$ cat config.mk
export PLATFORM = sky130hd
export DESIGN_NAME = mem_arbiter
export DESIGN_NICKNAME = d
export VERILOG_FILES = /design/src/rtl/mem_arbiter.sv
export SDC_FILE = /design/constraint.sdc
export NUM_CORES = 1
export LEC_CHECK = 0
export ABC_AREA = 1
export CORE_AREA = 2 2 107 109
export CTS_CLUSTER_SIZE = 24
export DETAILED_ROUTE_END_ITERATION = 7
export DIE_AREA = 0 0 109 111
export GPL_TIMING_DRIVEN = 1
export PLACE_DENSITY_LB_ADDON = 0.12
export SETUP_SLACK_MARGIN = 0.02
export SYNTH_ARGS = -nofsm -noshare
export SYNTH_HDL_FRONTEND = slang
export SYNTH_SLANG_ARGS = --single-unit
$ cat constraint.sdc
create_clock -name clk -period 2 [get_ports clk]
set_input_delay 0.4 -clock clk [delete_from_list [all_inputs] [get_ports clk]]
set_output_delay 0.4 -clock clk [all_outputs]
set_load 0.01 [all_outputs]
$ cat src/rtl/mem_arbiter.sv
// mem_arbiter: shares one multi-cycle main-memory port between the instruction-fetch
// side (I) and the data-cache refill/write-through side (D).
//
// A single owner is picked while IDLE. Its command is latched at grant and held until
// mem_ack. Read data and a one-cycle done pulse are then returned to that owner only.
// Per-side stall outputs feed the hazard unit.
//
// Optional feature macro: ARB_ROUND_ROBIN_EN
//   defined   -> on a tie, grant the side that did not own the previous transaction
//   undefined -> fixed priority, D wins every tie (I can starve under back-to-back D)
module mem_arbiter #(
    parameter int DATA_WIDTH = 32,
    parameter int ADDR_WIDTH = 32,
    parameter int STRB_WIDTH = 4
) (
    input  logic                  clk,
    input  logic                  rst,

    input  logic                  i_req,
    input  logic [ADDR_WIDTH-1:0] i_addr,
    output logic [DATA_WIDTH-1:0] i_rdata,
    output logic                  i_done,
    output logic                  i_stall,

    input  logic                  d_req,
    input  logic                  d_we,
    input  logic [ADDR_WIDTH-1:0] d_addr,
    input  logic [DATA_WIDTH-1:0] d_wdata,
    input  logic [STRB_WIDTH-1:0] d_wstrb,
    output logic [DATA_WIDTH-1:0] d_rdata,
    output logic                  d_done,
    output logic                  d_stall,

    output logic                  mem_req,
    output logic                  mem_we,
    output logic [ADDR_WIDTH-1:0] mem_addr,
    output logic [DATA_WIDTH-1:0] mem_wdata,
    output logic [STRB_WIDTH-1:0] mem_wstrb,
    input  logic                  mem_ack,
    input  logic [DATA_WIDTH-1:0] mem_rdata
);

    typedef enum logic [1:0] {
        IDLE   = 2'd0,
        BUSY_I = 2'd1,
        BUSY_D = 2'd2
    } state_t;

    localparam logic OWNER_I = 1'b0;
    localparam logic OWNER_D = 1'b1;

    state_t                  state_q, state_d;
    logic                    last_owner_q, last_owner_d;
    logic                    mem_we_q, mem_we_d;
    logic [ADDR_WIDTH-1:0]   mem_addr_q, mem_addr_d;
    logic [DATA_WIDTH-1:0]   mem_wdata_q, mem_wdata_d;
    logic [STRB_WIDTH-1:0]   mem_wstrb_q, mem_wstrb_d;

    logic                    grant_i;
    logic                    grant_d;

    // Arbitration: decide which requester would win if the port were free right now.
    always_comb begin
        grant_i = 1'b0;
        grant_d = 1'b0;
        if (i_req && d_req) begin
`ifdef ARB_ROUND_ROBIN_EN
            if (last_owner_q == OWNER_I) begin
                grant_d = 1'b1;
            end else begin
                grant_i = 1'b1;
            end
`else
            grant_d = 1'b1;
`endif
        end else if (d_req) begin
            grant_d = 1'b1;
        end else if (i_req) begin
            grant_i = 1'b1;
        end
    end

    // Next-state logic: latch the winner's command at grant, return to IDLE on ack.
    always_comb begin
        state_d      = state_q;
        last_owner_d = last_owner_q;
        mem_we_d     = mem_we_q;
        mem_addr_d   = mem_addr_q;
        mem_wdata_d  = mem_wdata_q;
        mem_wstrb_d  = mem_wstrb_q;

        case (state_q)
            IDLE: begin
                if (grant_d) begin
                    state_d     = BUSY_D;
                    mem_we_d    = d_we;
                    mem_addr_d  = d_addr;
                    mem_wdata_d = d_wdata;
                    mem_wstrb_d = d_wstrb;
                end else if (grant_i) begin
                    state_d     = BUSY_I;
                    mem_we_d    = 1'b0;
                    mem_addr_d  = i_addr;
                    mem_wdata_d = '0;
                    mem_wstrb_d = '0;
                end
            end
            BUSY_I: begin
                if (mem_ack) begin
                    state_d      = IDLE;
                    last_owner_d = OWNER_I;
                end
            end
            BUSY_D: begin
                if (mem_ack) begin
                    state_d      = IDLE;
                    last_owner_d = OWNER_D;
                end
            end
            default: begin
                state_d = IDLE;
            end
        endcase
    end

    // State and command registers, cleared by the synchronous reset.
    always_ff @(posedge clk) begin
        if (rst) begin
            state_q      <= IDLE;
            last_owner_q <= OWNER_I;
            mem_we_q     <= 1'b0;
            mem_addr_q   <= '0;
            mem_wdata_q  <= '0;
            mem_wstrb_q  <= '0;
        end else begin
            state_q      <= state_d;
            last_owner_q <= last_owner_d;
            mem_we_q     <= mem_we_d;
            mem_addr_q   <= mem_addr_d;
            mem_wdata_q  <= mem_wdata_d;
            mem_wstrb_q  <= mem_wstrb_d;
        end
    end

    // Outputs: memory command from registers; done, rdata and stall react to mem_ack
    // in the same cycle so the pipeline can advance without an extra bubble.
    always_comb begin
        mem_req   = (state_q != IDLE);
        mem_we    = mem_we_q;
        mem_addr  = mem_addr_q;
        mem_wdata = mem_wdata_q;
        mem_wstrb = mem_wstrb_q;

        i_done    = (state_q == BUSY_I) && mem_ack;
        d_done    = (state_q == BUSY_D) && mem_ack;

        i_rdata   = i_done ? mem_rdata : '0;
        d_rdata   = (d_done && !mem_we_q) ? mem_rdata : '0;

        i_stall   = i_req & ~i_done;
        d_stall   = d_req & ~d_done;
    end

endmodule

# Yosys cells after proc, flatten, opt, wreduce, memory -nomap -nowiden
# Cells that the tools add are included.
[word_totals]
out_inout_bits = 138
register_bits = 71
input_bits = 138
word_cells = 43
[op_classes]
reduce_logical = 11
bitwise = 4
eq_ne = 4
n_mux = 19
[ops]
columns = ["operator", "n"]
rows = [
  ["32-bit 2-to-1 mux", 6],
  ["4-bit 2-to-1 mux", 2],
  ["1-bit 2-to-1 mux", 7],
  ["2-bit 2-to-1 mux", 3],
  ["1-bit logical AND", 4],
  ["2-bit one-hot mux with 2 select lines", 1],
  ["2-bit AND reduction", 2],
  ["2-bit nonzero test", 2],
  ["3-bit != test, second input constant", 1],
  ["1-bit bitwise AND", 2],
  ["2-bit by 1-bit == test with 1-bit output, second input constant", 1],
  ["2-bit == test, second input constant", 1],
  ["2-bit logical NOT", 1],
  ["2-bit by 1-bit != test with 1-bit output, second input constant", 1],
  ["1-bit inverter", 2],
  ["2-bit OR reduction", 1],
  ["1-bit logical NOT", 1],
]

# Longest topological paths before layout
[logic_depth]
word_depth = 6
ltp_mapped = 8
ltp_nobuf = 6

# Least setup slack after synthesis
# Ideal clock, no wire load.
[synth_path]
path_type = "flip-flop to output port"
startpoint = "register state_q[0]"
endpoint = "output d_rdata[10]"
path_slack_ns = 0.328
path_stages_with_launch = 8
t_required_ns = 1.600
path_buffers = 2
arrival_ns = 1.272
path_cell_list = "dfxtp_1 inv_1 ha_1 nand2_1 or2_2 clkbuf_1 buf_2 nor2_1"
[synth_between]
elab_chain_len = 4
[synth_rtl]
columns = ["item", "line_no", "text"]
rows = [
  ["from (decl)", "52", "state_t state_q, state_d;"],
  ["from (signal assigned)", "136", "state_q <= state_d;"],
  ["2-bit == test", "--", ""],
  ["1-bit logical AND", "155", "d_done = (state_q == BUSY_D) && mem_ack;"],
  ["1-bit logical AND", "158", "d_rdata = (d_done && !mem_we_q) ? mem_rdata : '0;"],
  ["32-bit 2-to-1 mux", "158", ""],
  ["to (decl)", "30", "output logic [DATA_WIDTH-1:0] d_rdata,"],
]
# No other way between the ends.

# Worst setup path in the final report
[layout_path]
startpoint = "register state_q[0]"
endpoint = "output d_rdata[31]"
# Same word-level chain as after synthesis.

==> results.sh <==
export IMPL_relSlewSlack=0.7674
export IMPL_dieArea_um2=12100
export IMPL_numCtsBuffers=9
export IMPL_synth_top_family_by_area="simple AND/OR/NAND/NOR gates"
export IMPL_status="complete, but fails checks"
export IMPL_synth_edff_count=0
export IMPL_cpLargestDelayFamily="simple AND/OR/NAND/NOR gates"
export IMPL_synth_most_common_cell="nand2_1"
export IMPL_grt_setup_unrepaired="yes"
export IMPL_r2r_start="state_q[0]"
export IMPL_combPwrFrac=0.278
export IMPL_fin_nets=951
export IMPL_finalHoldViolCount=0
export IMPL_intPower_mw=3.182
export IMPL_violations="negative setup slack"
export IMPL_tns_ns=-0.01416
export IMPL_core_area_um2=11080
export IMPL_slowest_stage="dfxtp_2"
export IMPL_die_y_um=111
export IMPL_slew_violations=0
export IMPL_ys_top_cells_by_count="nand2_1, a21oi_1, dfxtp_1"
export IMPL_clk_path_buf_depth=2
export IMPL_peakVddDrop_mv=0.4725
export IMPL_wire_per_inst_um=14.07
export IMPL_synth_main_ff_cell="dfxtp_1"
export IMPL_cts_sinks=71
export IMPL_htree_levels=3
export IMPL_placed_cell_area_um2=6279
export IMPL_setup_ws_ns=-0.01320
export IMPL_setup_violations=2
export IMPL_dr_total_vias=4246
export IMPL_fp_dieW_um=109
export IMPL_synth_compound_area_frac=0.1112
export IMPL_antenna_found_initial=0
export IMPL_path_depth=7
export IMPL_switching_share=0.2720
export IMPL_timing_rr_end="mem_addr[7]"
export IMPL_cts_clk_slew_worst_paths_ns=0.06
export IMPL_ctsHoldBuffers=0
export IMPL_grt_max_degree=72
export IMPL_synth_area_leaders="dfxtp_1, nand2_1, a21oi_1, nor2_1, inv_1"
export IMPL_ys_warn_count=0
export IMPL_ys_ff_latch=71
export IMPL_firstDrtPassIters=4
export IMPL_clk_latency_ns=0.33
export IMPL_power_per_cell_area_nw_per_um2=642.9
export IMPL_track_usage=0.2122
export IMPL_r2r_setup_slack_ns=0.50
export IMPL_dp_hpwl_um=9601
export IMPL_netlist_area_um2=3343
export IMPL_seq_power_share=0.362
export IMPL_synthXorXnorAreaFrac=0
export IMPL_async_reset_ff_frac=0
export IMPL_crit_type="reg2out"
export IMPL_switchingPower_mw=1.189
export IMPL_startpoint="state_q[0]"
export IMPL_antennaDiodeCount=0
export IMPL_required_ns=1.60
export IMPL_hold_path_class="reg2reg"
export IMPL_io_buffers=275
export IMPL_synth_top_cell_area_share=0.4251
export IMPL_power_leakage_nw=3.101
export IMPL_io_pins=276
export IMPL_pre_cts_slack_ns=-0.5269
export IMPL_drt_vias_per_instance=4.437
export IMPL_cts_root_buf="clkbuf_16"
export IMPL_max_freq_ghz=0.4967
export IMPL_drtIter0Drc=149
export IMPL_critPathMaxStageDelay_ns=0.32
export IMPL_synth_top_area_cell="dfxtp_1"
export IMPL_fillCellCount=1005
export IMPL_ant_nets=0
export IMPL_synthMuxAreaShare=0
export IMPL_tightestPinTransition_ns=0.3489
export IMPL_synthDistinctLibCells=14
export IMPL_arrival_ns=1.61
export IMPL_drive_above_1_share=0.1806
export IMPL_layout_min_cycle_time_ns=2.013
export IMPL_fin_crit_sh=1.007
export IMPL_grt_pass1_vias=4086
export IMPL_cts_tree="built"
export IMPL_ff2ff_path_depth=7
export IMPL_cp_endpoint="d_rdata[31]"
export IMPL_synth_adder_area_share=0.01123
export IMPL_area_growth_pct=103.4
export IMPL_synthesis_nets=677
export IMPL_crit_path_start_kind="register"
export IMPL_initial_core_util=0.3018
export IMPL_grt_pass1_wl_um=19950
export IMPL_cp_max_fo=8
export IMPL_finalWirelength_um=13470
export IMPL_power_share_clock=0.360
export IMPL_max_cap_viol_count=0
export IMPL_path_buf_inv=3
export IMPL_skew_ns=0.006929
export IMPL_synthCells=536
export IMPL_place_congestion=0.8009
export IMPL_hold_slack_ns=0.4590
export IMPL_rows=39
export IMPL_worstPathCellList="inv_2 -> ha_4 -> nand2_2 -> or2_4 -> clkbuf_16 -> nor2_1 -> buf_2"
export IMPL_endpoint_kind="primary output"
export IMPL_grt_overflow=0
export IMPL_post_route_drc_count=0
export IMPL_synth_avg_cell_area_um2=6.237
export IMPL_synthSimpleGateAreaFrac=0.3518
export IMPL_design_area_um2=6800
export IMPL_synth_seq_area_share=0.4251
==> registers in the layout, indices dropped and copies added, names as in the netlist <==
name       flops
mem_addr      32
mem_wdata     32
mem_we         1
mem_wstrb      4
state_q        2
==> cell families after synthesis <==
logic type | count (synthesis)
AND/OR/NAND/NOR | 312
AO/OA/AOI/OAI | 72
buffers and inverters | 78
adder cells (fa/ha/maj) | 3
flip-flops | 71
==> layout make-up <==
class                      count  area [um2]  area share
clock buffer                  10       239.0     0.03514
clock inverter                 5       57.56    0.008464
inverter                      42       157.7     0.02318
multi-input combinational    387        1808      0.2659
sequential                    71        1426      0.2098
tap                          143       178.9     0.02631
timing repair buffer         299        2933      0.4313
==> per-layer routing <==
| layer | routed length [um] | track usage | vias up |
|---|---|---|---|
| li1 | - | - | 2173 |
| met4 | 376 | 0.08974 | 0 |
| met2 | 7141 | 0.4000 | 173 |
| met5 | 0 | 0 | - |
| met3 | 1324 | 0.08113 | 27 |
| met1 | 4623 | 0.1976 | 1873 |
==> layout by cell type (no fill, tap or decap) <==
master	instances
or2_4	1
nand2_2	1
buf_2	46
clkinv_2	2
ha_4	2
nor2_4	22
o21ai_4	1
ha_1	1
inv_6	1
clkbuf_2	1
dlygate4sd2_1	3
buf_4	10
nand2_4	1
dfxtp_2	1
clkdlybuf4s50_1	204
a21oi_1	71
buf_8	1
buf_12	7
clkbuf_16	10
nor2_1	37
bufinv_16	1
nand2_1	241
clkbuf_8	1
clkinv_1	1
clkinv_4	1
buf_16	5
dfxtp_4	1
nand4_1	1
inv_2	2
buf_6	21
dfxtp_1	69
nor2_2	8
inv_1	39
==> worst min-delay path by stage <==
| stage | startpoint | depth (start not counted) | to |
|---|---|---|---|
| after floorplan | state_q[1] | 2 | state_q[1] |
| after global routing | mem_wdata[19] | 2 | mem_wdata[19] |
| final | mem_wdata[22] | 2 | mem_wdata[22] |
| after CTS | mem_wdata[14] | 2 | mem_wdata[14] |
| after detailed placement | mem_wdata[14] | 2 | mem_wdata[14] |
| after global placement | mem_wdata[20] | 2 | mem_wdata[20] |
==> worst register-to-register path, cell delays in order (launching register included) <==
cell and delay [ns]:
dfxtp_2 0.33, inv_2 0.05, buf_4 0.12, ha_1 0.28, o21ai_4 0.12, buf_4 0.30, nand2_1 0.10, a21oi_1 0.15
==> power by group through the flow <==
stage,combinational (mW),clock (mW),sequential [mW]
final,1.22,1.57,1.58
after global routing,1.32,1.69,1.60
after CTS,1.17,1.63,1.58
after detailed placement,1.15,0,1.61
after global placement,1.14,0,1.61
after floorplan,0.411,0,1.66
==> metrics by stage <==
step,total power [mW],cells,util
2_1_floorplan,2.071,536,-
3_3_place_gp,2.747,933,0.5668
3_5_place_dp,2.764,933,0.5668
4_1_cts,4.374,956,0.5838
5_1_grt,4.606,957,0.6139
6_report,4.372,957,0.6139
==> timing repair <==
item                       4_1_cts  5_1_grt
setup buffers                    3        1
pin swaps                        2        9
setup endpoints to repair       69       66
resized for setup              285       78
gates cloned                     5        1
Power figures use the tool's default switching activity.
